==> src/rtl/jof32_pkg.sv <==
// Shared encodings for the jof32 load/store path: access sizes, aligner FSM
// states, byte-enable patterns and small helpers on size/offset.
package jof32_pkg;

  typedef enum logic [1:0] {
    SZ_BYTE     = 2'd0,
    SZ_HALF     = 2'd1,
    SZ_WORD     = 2'd2,
    SZ_WORD_ALT = 2'd3
  } size_e;

  typedef enum logic [1:0] {
    ST_IDLE = 2'd0,
    ST_LD1  = 2'd1,
    ST_LD2  = 2'd2,
    ST_ST2  = 2'd3
  } state_e;

  // Lane patterns are left-justified: bit 3 is the lane at byte offset 0.
  localparam logic [3:0] BE_NONE = 4'b0000;
  localparam logic [3:0] BE_BYTE = 4'b1000;
  localparam logic [3:0] BE_HALF = 4'b1100;
  localparam logic [3:0] BE_WORD = 4'b1111;

  function automatic logic [3:0] size_be(input logic [1:0] size);
    case (size)
      SZ_BYTE: return BE_BYTE;
      SZ_HALF: return BE_HALF;
      default: return BE_WORD;
    endcase
  endfunction

  function automatic logic is_crossing(input logic [1:0] size, input logic [1:0] off);
    case (size)
      SZ_BYTE: return 1'b0;
      SZ_HALF: return (off == 2'd3);
      default: return (off != 2'd0);
    endcase
  endfunction

  // Left shift that moves right-justified store data up to bits [31:..].
  function automatic logic [4:0] store_lshift(input logic [1:0] size);
    case (size)
      SZ_BYTE: return 5'd24;
      SZ_HALF: return 5'd16;
      default: return 5'd0;
    endcase
  endfunction

endpackage

==> src/rtl/mem_lane_extract.sv <==
// Pulls the addressed bytes out of one or two big-endian RAM words and
// returns them right-justified, zero- or sign-extended.
module mem_lane_extract
  import jof32_pkg::*;
#(
  parameter int DATA_W = 32
) (
  input  logic [1:0]        offset,
  input  logic [1:0]        size,
  input  logic              sext,
  input  logic [DATA_W-1:0] word_hi,
  input  logic [DATA_W-1:0] word_lo,
  output logic [DATA_W-1:0] rdata
);

  logic [DATA_W-1:0] ljust;

  function automatic logic [DATA_W-1:0] ext_byte(input logic [7:0] b, input logic s);
    return {{(DATA_W-8){s & b[7]}}, b};
  endfunction

  function automatic logic [DATA_W-1:0] ext_half(input logic [15:0] h, input logic s);
    return {{(DATA_W-16){s & h[15]}}, h};
  endfunction

  // Shifting the word pair left by the offset puts access byte 0 at [31:24].
  always_comb begin
    ljust = DATA_W'(({word_hi, word_lo} << {offset, 3'b000}) >> DATA_W);
    case (size)
      SZ_BYTE: rdata = ext_byte(ljust[DATA_W-1 -: 8], sext);
      SZ_HALF: rdata = ext_half(ljust[DATA_W-1 -: 16], sext);
      default: rdata = ljust;
    endcase
  end

endmodule

==> src/rtl/mem_align_ctrl.sv <==
// Big-endian load/store aligner in front of a single-port word RAM; accesses
// that straddle a word boundary are split into two RAM cycles.
module mem_align_ctrl
  import jof32_pkg::*;
#(
  parameter int ADDR_W = 19,
  parameter int DATA_W = 32
) (
  input  logic              clk,
  input  logic              rst_n,
  input  logic              req_valid,
  output logic              req_ready,
  input  logic              req_we,
  input  logic [1:0]        req_size,
  input  logic              req_sext,
  input  logic [31:0]       req_addr,
  input  logic [DATA_W-1:0] req_wdata,
  output logic [ADDR_W-1:0] ram_address,
  output logic [DATA_W-1:0] ram_data,
  output logic [3:0]        ram_byteen,
  output logic              ram_wren,
  input  logic [DATA_W-1:0] ram_q,
  output logic              rsp_valid,
  output logic [DATA_W-1:0] rsp_rdata
);

  typedef struct packed {
    logic              we;
    logic [1:0]        size;
    logic              sext;
    logic [1:0]        off;
    logic [ADDR_W-1:0] idx;
    logic [DATA_W-1:0] wdata;
  } req_t;

  state_e            state_q, state_d;
  req_t              req_q, req_d;
  req_t              live_req, sel;
  logic [DATA_W-1:0] hold_q, hold_d;
  logic              rsp_valid_q, rsp_valid_d;
  logic [DATA_W-1:0] rsp_rdata_q, rsp_rdata_d;
  logic              req_cross_q;
  logic [DATA_W-1:0] word_hi, ext_rdata;
  logic [DATA_W-1:0] st_ljust;
  logic [2*DATA_W-1:0] st_pair;
  logic [7:0]        be_pair;
  logic              unused_addr_hi;

  assign live_req.we    = req_we;
  assign live_req.size  = req_size;
  assign live_req.sext  = req_sext;
  assign live_req.off   = req_addr[1:0];
  assign live_req.idx   = req_addr[ADDR_W+1:2];
  assign live_req.wdata = req_wdata;
  assign unused_addr_hi = ^req_addr[31:ADDR_W+2];

  assign req_cross_q = is_crossing(req_q.size, req_q.off);
  assign req_ready   = (state_q == ST_IDLE);
  assign rsp_valid   = rsp_valid_q;
  assign rsp_rdata   = rsp_rdata_q;

  // In LD2 the held first word supplies the leading bytes.
  assign word_hi = (state_q == ST_LD2) ? hold_q : ram_q;

  mem_lane_extract #(
    .DATA_W (DATA_W)
  ) u_extract (
    .offset  (req_q.off),
    .size    (req_q.size),
    .sext    (req_q.sext),
    .word_hi (word_hi),
    .word_lo (ram_q),
    .rdata   (ext_rdata)
  );

  always_ff @(posedge clk) begin
    if (!rst_n) begin
      state_q     <= ST_IDLE;
      req_q       <= '0;
      hold_q      <= '0;
      rsp_valid_q <= 1'b0;
      rsp_rdata_q <= '0;
    end else begin
      state_q     <= state_d;
      req_q       <= req_d;
      hold_q      <= hold_d;
      rsp_valid_q <= rsp_valid_d;
      rsp_rdata_q <= rsp_rdata_d;
    end
  end

  always_comb begin
    state_d     = state_q;
    req_d       = req_q;
    hold_d      = hold_q;
    rsp_valid_d = 1'b0;
    rsp_rdata_d = rsp_rdata_q;
    unique case (state_q)
      ST_IDLE: begin
        if (req_valid) begin
          req_d = live_req;
          if (!req_we) begin
            state_d = ST_LD1;
          end else if (is_crossing(req_size, req_addr[1:0])) begin
            state_d = ST_ST2;
          end else begin
            rsp_valid_d = 1'b1;
          end
        end
      end
      ST_LD1: begin
        if (req_cross_q) begin
          hold_d  = ram_q;
          state_d = ST_LD2;
        end else begin
          rsp_rdata_d = ext_rdata;
          rsp_valid_d = 1'b1;
          state_d     = ST_IDLE;
        end
      end
      ST_LD2: begin
        rsp_rdata_d = ext_rdata;
        rsp_valid_d = 1'b1;
        state_d     = ST_IDLE;
      end
      ST_ST2: begin
        rsp_valid_d = 1'b1;
        state_d     = ST_IDLE;
      end
    endcase
  end

  // Store lanes come from the live request in IDLE and the registered one later;
  // the upper half of each pair belongs to the first word, the lower to the second.
  always_comb begin
    sel         = (state_q == ST_IDLE) ? live_req : req_q;
    st_ljust    = sel.wdata << store_lshift(sel.size);
    st_pair     = {st_ljust, {DATA_W{1'b0}}} >> {sel.off, 3'b000};
    be_pair     = {size_be(sel.size), BE_NONE} >> sel.off;
    ram_address = sel.idx;
    ram_data    = '0;
    ram_byteen  = BE_NONE;
    ram_wren    = 1'b0;
    unique case (state_q)
      ST_IDLE: begin
        if (req_valid && req_we) begin
          ram_data   = st_pair[2*DATA_W-1:DATA_W];
          ram_byteen = be_pair[7:4];
          ram_wren   = 1'b1;
        end
      end
      ST_LD1: begin
        if (req_cross_q) begin
          ram_address = sel.idx + ADDR_W'(1);
        end
      end
      ST_LD2: begin
        ram_address = sel.idx;
      end
      ST_ST2: begin
        ram_address = sel.idx + ADDR_W'(1);
        ram_data    = st_pair[DATA_W-1:0];
        ram_byteen  = be_pair[3:0];
        ram_wren    = 1'b1;
      end
    endcase
    if (!rst_n) begin
      ram_wren   = 1'b0;
      ram_byteen = BE_NONE;
    end
  end

endmodule

==> config.mk <==
export PLATFORM = sky130hd
export DESIGN_NAME = mem_align_ctrl
export DESIGN_NICKNAME = d
export VERILOG_FILES = /design/src/rtl/jof32_pkg.sv /design/src/rtl/mem_lane_extract.sv /design/src/rtl/mem_align_ctrl.sv
export SDC_FILE = /design/constraint.sdc
export NUM_CORES = 1
export LEC_CHECK = 0
export ABC_CLOCK_PERIOD_IN_PS = 5500
export BUFFER_PORTS_ARGS = -buffer_cell sky130_fd_sc_hd__buf_2
export CORE_MARGIN = 1.5
export CORE_UTILIZATION = 38
export DETAILED_ROUTE_END_ITERATION = 10
export GPL_TIMING_DRIVEN = 0
export SLEW_MARGIN = 20
export SYNTH_ARGS = -nofsm -noshare
export SYNTH_HDL_FRONTEND = slang
export SYNTH_SLANG_ARGS = --single-unit
==> constraint.sdc <==
create_clock -name clk -period 5.5 [get_ports clk]
set_clock_uncertainty 0.1 [all_clocks]
set_input_delay 1.1 -clock clk [delete_from_list [all_inputs] [get_ports clk]]
set_output_delay 1.1 -clock clk [all_outputs]
set_load 0.005 [all_outputs]
==> flow_summary.json <==
{
  "async_flop_share_pct": 0,
  "cts_sinks": 123,
  "grt_use_total_pct": 29.86,
  "p_int_mw": 2.397,
  "synth_nets": 1370,
  "worstPathArrival_ps": 3970,
  "p_sw_mw": 1.781,
  "final_max_slew_viol_count": 0,
  "p_comb_share_pct": 47.2,
  "synth_edf_count": 0,
  "relSlewSlack_pct": 32.75,
  "reg2reg_depth": 10,
  "p_clk_share_pct": 27.6,
  "ctsHoldBuffers": 0,
  "start_kind": "flip-flop",
  "r2r_start": "state_q[0]",
  "io_buffers": 179,
  "finalCritPeriodShare_pct": 94.09,
  "synth.largest_area_cell": "dfxtp_1",
  "grt_max_degree": 17,
  "synth-main-ff-cell": "dfxtp_1",
  "cts_buffer_depth": 2,
  "hpwl_um": 30880,
  "leakagePower_nw": 4.423,
  "cts_resized": 0,
  "period_minus_slack_ps": 5175,
  "grt_pass1_vias": 10590,
  "crit_fanout": 10,
  "synth_common_cells": "260 x nand2_1, 123 x dfxtp_1, 89 x a21boi_0",
  "drive_gt1_share_pct": 24.86,
  "fmax_mhz": 193.2,
  "synthesis.area_um2": 9818,
  "fin_tns_setup_ps": 0,
  "drc": 0,
  "clk_pin_slew_worst_paths_ps": 60,
  "pin_count": 193,
  "drt_iter0_drc": 1076,
  "peakVddDrop_v": 0.0001746,
  "synth_top_area_share_pct": 25.08,
  "globalRouteOverflowTotal": 0,
  "row_count": 58,
  "dr.pass1.iters": 8,
  "final_nets": 1568,
  "min_path_type": "flip-flop to flip-flop",
  "area_growth_pct": 19.38,
  "rsz0062_at_grt": "no",
  "cts-root-buf": "clkbuf_16",
  "cts_buffers": 17,
  "synth_cell_types": 75,
  "die-area_um2": 26810,
  "post-place-ws_ps": 778.7,
  "clk_latency_ps": 420,
  "status": "finished, final reports clean",
  "yosys_warnings": 0,
  "rrSetupSlack_ps": 2710,
  "hold_viol": 0,
  "whs_path_depth": 2,
  "dieWidth_um": 163.7,
  "postCtsSetupRepairBufs": 0,
  "p_per_area_nw_per_um2": 356.5,
  "die_height_um": 163.7,
  "critPathCaptureType": "output pin",
  "switching_share_pct": 42.63,
  "antenna_found_initial": 2,
  "wire_per_inst_um": 22.34,
  "synth_most_common_cell": "nand2_1",
  "cts_tree": "built",
  "wl_um": 40300,
  "seq_area_frac_synth_pct": 25.08,
  "htree_levels": 4,
  "finalWeightedCongestion": 0.9584,
  "syn_area_per_cell_um2": 7.786,
  "start_util_pct": 38.88,
  "synth_area_leaders": "dfxtp_1 25%, nand2_1 9.9%, a21boi_0 6.8%",
  "drt-vias-per-instance": 6.067,
  "r2r_end": "rsp_rdata[22]",
  "ant_nets": 0,
  "holdPathEnd": "req_q[45]",
  "setup_viol": 0,
  "layout_setup_ws_ps": 325.1,
  "tightest_slew_ps": 1000,
  "num_vias": 10950,
  "hp-start": "req_q[45]",
  "drv_cap": 0,
  "crit_type": "flip-flop to output pin",
  "grt_pass1_wl_um": 60820,
  "ys_seq_elements": 123,
  "required_ps": 4300,
  "syn_inst": 1261,
  "core_area_um2": 25250,
  "p_seq_share_pct": 25.2
}
## power by group through the flow
stage               registers, mW  logic [mW]  clock network [mW]
floorplan                    1.07        1.26                   0
global placement             1.07        1.92                   0
detailed placement           1.07        1.92                   0
CTS                          1.05        1.93                1.17
global route                 1.06        2.11                1.20
finish                       1.05        1.97                1.15
## logic make-up after synthesis
logic type	Yosys count	synth area share, %
AND/OR/NAND/NOR	446	20.85
adder cells (fa/ha/maj)	6	0.7646
flip-flops	123	25.08
AO/OA/AOI/OAI	424	29.71
buffers and inverters	127	5.875
XOR/XNOR	11	0.9812
multiplexers	124	16.75
## area by class of cell
| cell class | instances | area (µm²) |
|---|---|---|
| clock buffers | 18 | 429.2 |
| inverters | 9 | 33.78 |
| flip-flops and latches | 123 | 2462 |
| fillers | 2607 | 13530 |
| well taps | 330 | 412.9 |
| diodes | 2 | 5.005 |
| multi-input cells | 1011 | 6779 |
| plain buffers | 118 | 543.0 |
| repair buffers | 179 | 895.9 |
| clock inverters | 14 | 160.2 |
## worst max path at each step
stage,startpoint,to,slack [ps],cells after the start
3_3_place_gp,req_size[1],ram_data[12],770,8
4_1_cts,state_q[1],ram_address[18],330,14
2_1_floorplan,state_q[0],ram_address[18],1540,13
3_5_place_dp,state_q[1],ram_address[18],780,14
6_report,state_q[1],ram_address[18],330,14
5_1_grt,state_q[0],ram_address[18],70,14
## critical path: stages (launching register included)
cell	delay (ps)
dfxtp_1	340
inv_1	120
ha_1	200
buf_6	130
buf_4	200
buf_2	320
buf_2	360
mux2_2	260
ha_1	240
inv_1	100
a211oi_2	330
nand3_1	200
o31a_1	270
o32ai_1	300
buf_2	170
## layer usage
| metal | vias up | share of wire (%) | track usage (%) |
|---|---|---|---|
| li1 | 5093 | - | - |
| met1 | 5233 | 42 | 37.05 |
| met2 | 503 | 48 | 50.35 |
| met3 | 116 | 5.8 | 4.040 |
| met4 | 0 | 4.6 | 15.45 |
| met5 | - | 0 | 0 |
## sequential cells by signal (all words and copies together), names as in the netlist
name,cells
hold_q,32
req_q,56
rsp_rdata,32
rsp_valid,1
state_q,2
## stage by stage
step | power [mW] | cells | area, µm² | hold WS (ps) | util [%]
finish | 4.179 | 1804 | 11720 | 361.0 | 46.41
global route | 4.372 | 1804 | 11720 | 386.0 | 46.41
CTS | 4.149 | 1802 | 11720 | 365.7 | 46.39
detailed placement | 2.990 | 1770 | 11130 | 355.8 | 44.06
global placement | 2.989 | 1770 | 11130 | 347.9 | 44.06
floorplan | 2.328 | 1261 | 9818 | 338.3 | -
## placed cells by master (no fill, tap or decap), types with 23 or more instances in the layout
master	Yosys	routed
o21ai_0	75	75
o211ai_1	25	25
buf_2	32	211
mux2_2	59	59
nand3_1	38	38
clkbuf_1	64	65
o22ai_1	28	28
nor3_1	23	23
nor2_1	41	41
a21oi_1	71	71
a21boi_0	89	89
mux2i_1	38	38
mux4_2	26	26
nand2_1	260	260
dfxtp_1	123	123
No activity file was read; power rests on OpenSTA's default activity.
